[src/rtl/mbr_xfer_ctl.sv]
// ---------------------------------------------------------------------------
// mbr_xfer_ctl
//   Memory buffer register with a built-in single-word memory transfer
//   controller. It holds one data word between the CPU internal bus and the
//   memory port. It runs one read or write at a time over a req/ack handshake,
//   and aborts with err when no ack arrives within TIMEOUT request cycles.
//
// Parameters
//   WIDTH    data word width in bits
//   TIMEOUT  maximum number of cycles mem_req stays high waiting for mem_ack
//            (must be >= 2)
//
// Ports
//   clk        rising-edge clock (single domain)
//   reset      synchronous, active-high reset
//   clr        clear the held word (IDLE only, has priority over bus_load)
//   bus_in     word from the internal bus
//   bus_load   load bus_in into the held word (IDLE only)
//   rd_start   start a memory read into the held word (IDLE only)
//   wr_start   start a memory write of the held word (IDLE only, wins over rd)
//   mbr_out    held word
//   mem_req    memory request (registered)
//   mem_we     1 = write, 0 = read; meaningful while mem_req = 1 (registered)
//   mem_wdata  write data, always equal to mbr_out
//   mem_rdata  read data, captured in the cycle mem_ack = 1 during a read
//   mem_ack    memory acknowledge, only looked at while a request is pending
//   busy       high while a transaction is pending
//   done       one-cycle pulse when a transaction ends (ack or timeout)
//   err        set on timeout; held until the next accepted start or reset
// ---------------------------------------------------------------------------
module mbr_xfer_ctl #(
  parameter int WIDTH   = 10,
  parameter int TIMEOUT = 15
) (
  input  logic             clk,
  input  logic             reset,
  input  logic             clr,
  input  logic [WIDTH-1:0] bus_in,
  input  logic             bus_load,
  input  logic             rd_start,
  input  logic             wr_start,
  output logic [WIDTH-1:0] mbr_out,
  output logic             mem_req,
  output logic             mem_we,
  output logic [WIDTH-1:0] mem_wdata,
  input  logic [WIDTH-1:0] mem_rdata,
  input  logic             mem_ack,
  output logic             busy,
  output logic             done,
  output logic             err
);

  localparam int CW = $clog2(TIMEOUT) + 1;

  localparam logic [1:0] IDLE    = 2'd0;
  localparam logic [1:0] RD_WAIT = 2'd1;
  localparam logic [1:0] WR_WAIT = 2'd2;

  // Value of count during the last request cycle before the timeout fires.
  // count is 0 in the first request cycle, so this keeps mem_req high for
  // exactly TIMEOUT cycles.
  localparam logic [CW-1:0] LAST_CNT = CW'(TIMEOUT - 1);

  logic [1:0]       state;
  logic [CW-1:0]    count;
  logic [WIDTH-1:0] q;

  // The write data path is the held word itself, so a bus_load issued
  // together with wr_start writes the freshly loaded word.
  assign mbr_out   = q;
  assign mem_wdata = q;

  // NOTE: every register here is written with non-blocking assignments so
  // that all of them update together at the edge, using pre-edge values.
  always_ff @(posedge clk) begin
    if (reset) begin
      // A reset in the middle of a transaction simply drops the request;
      // any ack arriving in the same cycle is discarded and no done pulse
      // is produced.
      state   <= IDLE;
      count   <= '0;
      q       <= '0;
      mem_req <= 1'b0;
      mem_we  <= 1'b0;
      busy    <= 1'b0;
      done    <= 1'b0;
      err     <= 1'b0;
    end else begin
      // done is a pulse: it is only raised by the transaction-ending
      // branches below and falls again on the following edge.
      done <= 1'b0;

      case (state)
        IDLE: begin
          if (clr) begin
            q <= '0;
          end else if (bus_load) begin
            q <= bus_in;
          end

          if (wr_start || rd_start) begin
            state   <= wr_start ? WR_WAIT : RD_WAIT;
            mem_req <= 1'b1;
            mem_we  <= wr_start;
            busy    <= 1'b1;
            err     <= 1'b0;
            count   <= '0;
          end
        end

        RD_WAIT, WR_WAIT: begin
          // Bus-side controls are ignored here; the held word only changes
          // when a read is acknowledged. An ack in the final request cycle
          // takes precedence over the timeout.
          if (mem_ack) begin
            if (state == RD_WAIT) begin
              q <= mem_rdata;
            end
            state   <= IDLE;
            mem_req <= 1'b0;
            mem_we  <= 1'b0;
            busy    <= 1'b0;
            done    <= 1'b1;
            count   <= '0;
          end else if (count == LAST_CNT) begin
            state   <= IDLE;
            mem_req <= 1'b0;
            mem_we  <= 1'b0;
            busy    <= 1'b0;
            done    <= 1'b1;
            err     <= 1'b1;
            count   <= '0;
          end else begin
            count <= count + 1'b1;
          end
        end

        default: begin
          // Unreachable encoding: recover to a quiet IDLE.
          state   <= IDLE;
          mem_req <= 1'b0;
          mem_we  <= 1'b0;
          busy    <= 1'b0;
          count   <= '0;
        end
      endcase
    end
  end

endmodule

[config.mk]
export PLATFORM = sky130hd
export DESIGN_NAME = mbr_xfer_ctl
export DESIGN_NICKNAME = d
export VERILOG_FILES = /design/src/rtl/mbr_xfer_ctl.sv
export SDC_FILE = /design/constraint.sdc
export NUM_CORES = 1
export LEC_CHECK = 0
export CAP_MARGIN = 0
export CORE_ASPECT_RATIO = 0.75
export CORE_MARGIN = 3
export CORE_UTILIZATION = 43
export CTS_CLUSTER_DIAMETER = 30
export DETAILED_ROUTE_END_ITERATION = 10
export GPL_TIMING_DRIVEN = 1
export MAX_ROUTING_LAYER = met4
export PLACE_DENSITY = 0.86
export SLEW_MARGIN = 20
export SYNTH_ARGS = -nofsm -noshare
export SYNTH_HDL_FRONTEND = slang
export SYNTH_SLANG_ARGS = --single-unit
export TNS_END_PERCENT = 5
[constraint.sdc]
create_clock -name clk -period 1.9 [get_ports clk]
set_input_delay 0.19 -clock clk [delete_from_list [all_inputs] [get_ports clk]]
set_output_delay 0.19 -clock clk [all_outputs]
set_load 0.1 [all_outputs]
Yosys cells after proc, flatten, opt, wreduce, memory -nomap -nowiden
Index checks and enable logic that the tools add are counted.

Input bits: 27. Flip-flop bits (word level): 21. Logic and storage cells: 53.

Reductions and logical operators: 8. Bitwise operators: 1. Equality and inequality tests: 10. Add/sub/neg operators: 1. Multiplexer cells: 26.

Operators with widths (number): two-way mux 10 bit (4); case mux 10 bit (2 select lines) (1); two-way mux 5 bit (3); != test 2 bit, second input constant (5); case mux 5 bit (2 select lines) (1); two-way mux 1 bit (9); two-way mux 2 bit (4); AND reduction 4 bit (2); != test 3 bit, second input constant (2); case mux 1 bit (2 select lines) (3); adder 5 x 1 -> 5 bit, second input constant (1); equality test 5 x 4 -> 1 bit, second input constant (1); case mux 2 bit (2 select lines) (1); OR reduction 2 bit (2); equality test 2 x 1 -> 1 bit, second input constant (1); equality test 2 bit, second input constant (1); zero test 2 bit (1); AND reduction 2 bit (1); nonzero test 2 bit (1); logical OR 1 bit (1); NOT 1 bit (1).

Logic depth before layout (Yosys ltp)
Gate-level depths: netlist of the first run.

Word-level depth: 4. Mapped depth: 7.

Worst setup path after synthesis of the first run
No wires, ideal clock.

Path kind: register -> register. Start: reg state[1]. End: reg q[0] (netlist: mbr_out[0]). Arrival: 2.490 ns. Setup slack: -0.712 ns. Required time: 1.779 ns. Cell stages (with the launch flop): 7. Path buffers: 1. Cell sequence: dfxtp_1 inv_1 ha_1 nor2_1 or4_1 buf_6 mux2_4.

Longest elaborated chain between the ends: 4. Elaborated cells on any way between the ends: 10. Classes of those cells: eq/ne (5); mux (1); reduce/logical (4).

Ends and longest elaborated chain: start: declaration (RTL line 64) `logic [1:0] state;`; start signal: assignment (RTL line 102) `state <= wr_start ? WR_WAIT : RD_WAIT;`; equality test 2 x 1 -> 1 bit or equality test 2 bit (tied branches) (RTL line 93, 116); OR reduction 2 bit (RTL line 93) `case (state)`; != test 2 bit (no source line) or nonzero test 2 bit (tied branches); AND reduction 4 bit (no source line); end signal: assignment (RTL line 98) `q <= bus_in;`; end signal: assignment (RTL line 117) `q <= mem_rdata;`; end: declaration (RTL line 66) `logic [WIDTH-1:0] q;`.

Several ways; a longest one is shown, not always the timed one. A chain may end at the register's enable or synchronous reset.

Worst setup path after layout of the first run
Start: reg state[0]. End: reg q[7] (netlist: mbr_out[7]).

The elaborated chain is that of the path after synthesis.

==> results of run 1 <==
## area by class of cell
cell class | count | area share (%)
multi-input combinational | 102 | 42.83
timing repair buffer | 58 | 27.66
sequential | 20 | 22.24
clock buffer | 4 | 3.638
tap | 36 | 2.471
inverter | 5 | 1.167
## report_power, final
part           total (mW)  switching [mW]  internal [mW]  leakage [nW]
clock network       0.370           0.142          0.228        0.0339
registers           0.543          0.0544          0.489         0.164
logic                1.56            1.11          0.458         0.584
## worst max path at each step
| stage | cells past startpoint | endpoint | slack [ns] | startpoint |
|---|---|---|---|---|
| floorplan | 6 | mbr_out[0] | -0.09 | state[1] |
| global placement | 5 | mbr_out[7] | 0.06 | mem_ack |
| detailed placement | 6 | mbr_out[7] | 0.0002 | state[0] |
| CTS | 6 | mbr_out[7] | 0.01 | state[0] |
| global route | 6 | mbr_out[8] | -0.02 | state[0] |
| finish | 6 | mbr_out[7] | 0.03 | state[0] |
## cell families after synthesis
family / count (synthesis)
fa+ha+maj: 5
simple gates: 64
flops: 20
compound gates: 22
buf+inv: 24
mux: 11
## stage by stage
| step | power [mW] | cells | setup WS (ns) | TNS (ns) |
|---|---|---|---|---|
| 2_1_floorplan | 1.836 | 146 | -0.08815 | -0.8815 |
| 5_1_grt | 2.583 | 225 | -0.02266 | -0.1680 |
| 4_1_cts | 2.475 | 225 | 0.01085 | 0 |
| 3_5_place_dp | 2.091 | 221 | 0.0001832 | 0 |
| 3_3_place_gp | 2.067 | 221 | 0.06454 | 0 |
| 6_report | 2.478 | 225 | 0.02530 | 0 |
## state kept, by name, indices dropped and copies added (netlist names)
| name | count |
|---|---|
| mbr_out | 10 |
| busy | 1 |
| err | 1 |
| done | 1 |
| count | 5 |
| state | 2 |
## worst max-delay path, stage by stage (launching register included)
cell	delay, ns
dfxtp_2	0.34
inv_1	0.08
ha_1	0.19
nor2b_1	0.14
or4_4	0.54
buf_6	0.18
mux2_4	0.30
## cells in the final DEF (no fill, tap or decap), drive strengths merged
cell type / n
nor2b: 15
nand2: 17
clkbuf: 4
and3: 1
o21ai: 1
dfxtp: 20
nand2b: 1
or4: 1
ha: 5
a31oi: 3
nand4b: 4
a21oi: 15
o32ai: 1
clkdlybuf4s50: 26
inv: 5
or3: 1
and4b: 1
o221a: 1
mux2i: 1
or4b: 1
a211oi: 1
or3b: 11
nor3b: 2
buf: 32
nand4: 3
and2: 1
nand3: 4
mux2: 10
nor2: 1
## repair_timing
| item | CTS | global route |
|---|---|---|
| setup endpoints to repair | 10 | 11 |
| resized for setup | 1 | 3 |
| pin swaps | 0 | 0 |
## per-layer routing
metal	part of all wire [%]	GRT usage (%)	wire length, um
met3	7.9	5.224	261
met5	0	-	0
met2	47	31.80	1569
met1	45	21.61	1478
met4	0.27	1.948	9
==> flow_summary.toml, run 1 <==
[synthesis]
synth_most_common_cell = "dfxtp_1"
synth-simple-area-share_pct = 31.60
synth-compound-area-share_pct = 9.730
netlist_area_sq_mm = 0.001299
ys.flop_type = "dfxtp_1"
seq_area_frac_synth_pct = 30.83
ys_top_cells_by_area = "dfxtp_1 (31%), mux2_4 (12%), nor2b_1 (7.2%)"
synth_top_cell_area_share_pct = 30.83
syn_nets = 178
ys_ff_latch = 20
synth_warnings = 0
synth_edf_count = 0
synthAdderAreaFrac_pct = 4.817
synth.largest_area_cell = "dfxtp_1"
synthCells = 146
async_flop_share_pct = 0
synth_mux_area_share_pct = 12.33
synth_top_family_by_area = "simple AND/OR/NAND/NOR gates"
synthXorXnorAreaFrac_pct = 0
synth.avg_cell_area_sq_um = 8.896
synthTopCellsByCount = "dfxtp_1 (20), nand2_1 (17), a21oi_1 (15), nor2b_1 (15), buf_4 (11)"
ys_types = 33

[global_route]
groute.usage.overall_pct = 18.07
grt_start_max_net_pins = 29
grt_pass1_vias = 1142
antenna_found_initial = 0
grt_overflow_total = 0
grt_pass1_wl_um = 5230

[placement]
globalplace.congestion = 0.8505
place_area_sq_mm = 0.001745
dp_hpwl_um = 2392
io_buffers = 51

[timing]
finClkSkew_ns = 0.001256
hold_viol = 0
period_minus_slack_ns = 1.875
finalSetupViolCount = 0
post-route-period-util_pct = 98.67
fin_hold_ws_ns = 0.4802
tightestPinTransition_ns = 0.4621
max_slew_margin_pct = 69.06
slew_violations = 0
fmax_mhz = 533.4

[worst_setup_path]
arrival_ns = 2.02
cp-start-kind = "flop"
worstPathMaxFanout = 10
r2r_cells = 6
ff2ff_setup_slack_ns = 0.03
cp_data_required_time_ns = 2.05
path_class = "flop to flop"
endpoint_kind = "flop"
r2r_end = "mbr_out[7]"
reg2reg_from = "state[0]"

[power]
powerDensity_mw_per_mm2 = 1359
p_leak_nw = 0.7825
irDropWorstVdd_mv = 0.6746

[clock_network]
post_cts_buffers = 0
cts_max_level = 1
numCtsBuffers = 3
cts-root-buf = "clkbuf_8"
cts_buffer_depth = 2
clkLatencyLatePin_ns = 0.26
clock_sinks = 20
hold_buffers = 0
path_clk_slew_ns = 0.08
cts_tree = "built"

[drt]
drc_errors = 0
wl_um = 3319
drtIter0Drc = 37
dr.pass1.iters = 4
antenna_left = 0
routed_via_density = 5.400
drt-wirelength-per-cell_um = 14.75
vias = 1215

[hold_path]
min_from = "err"
hold_class = "flop to flop"
hold_depth = 2
holdPathEnd = "err"

[cells_and_area]
utilization_pct = 66.47
finalNetCount = 222
n_fill_cell = 218
multi_input_area_sq_um = 780.7
stdcell_area_sq_mm = 0.001823
drive_gt1_share_pct = 32.28
area_growth_pct = 40.37
seqCellArea_sq_um = 405.4
antennaDiodeCount = 0

[flow_run]
maxCapViolCount = 0

[die]
rows = 16
dieHeight_um = 53.60
dieArea_sq_mm = 0.003723
die_w_um = 69.46
core_sq_mm = 0.002743
initial_core_util_pct = 47.35
ios = 52

[status]
status = "finished, final reports clean"
Note: power is estimated with default switching activity, not from simulation.
==> run 2: changes to the inputs <==
- CTS_CLUSTER_SIZE: default -> 16
==> results of run 2 <==
Same layout as run 1: the final DEF is identical, and so are final timing and power.
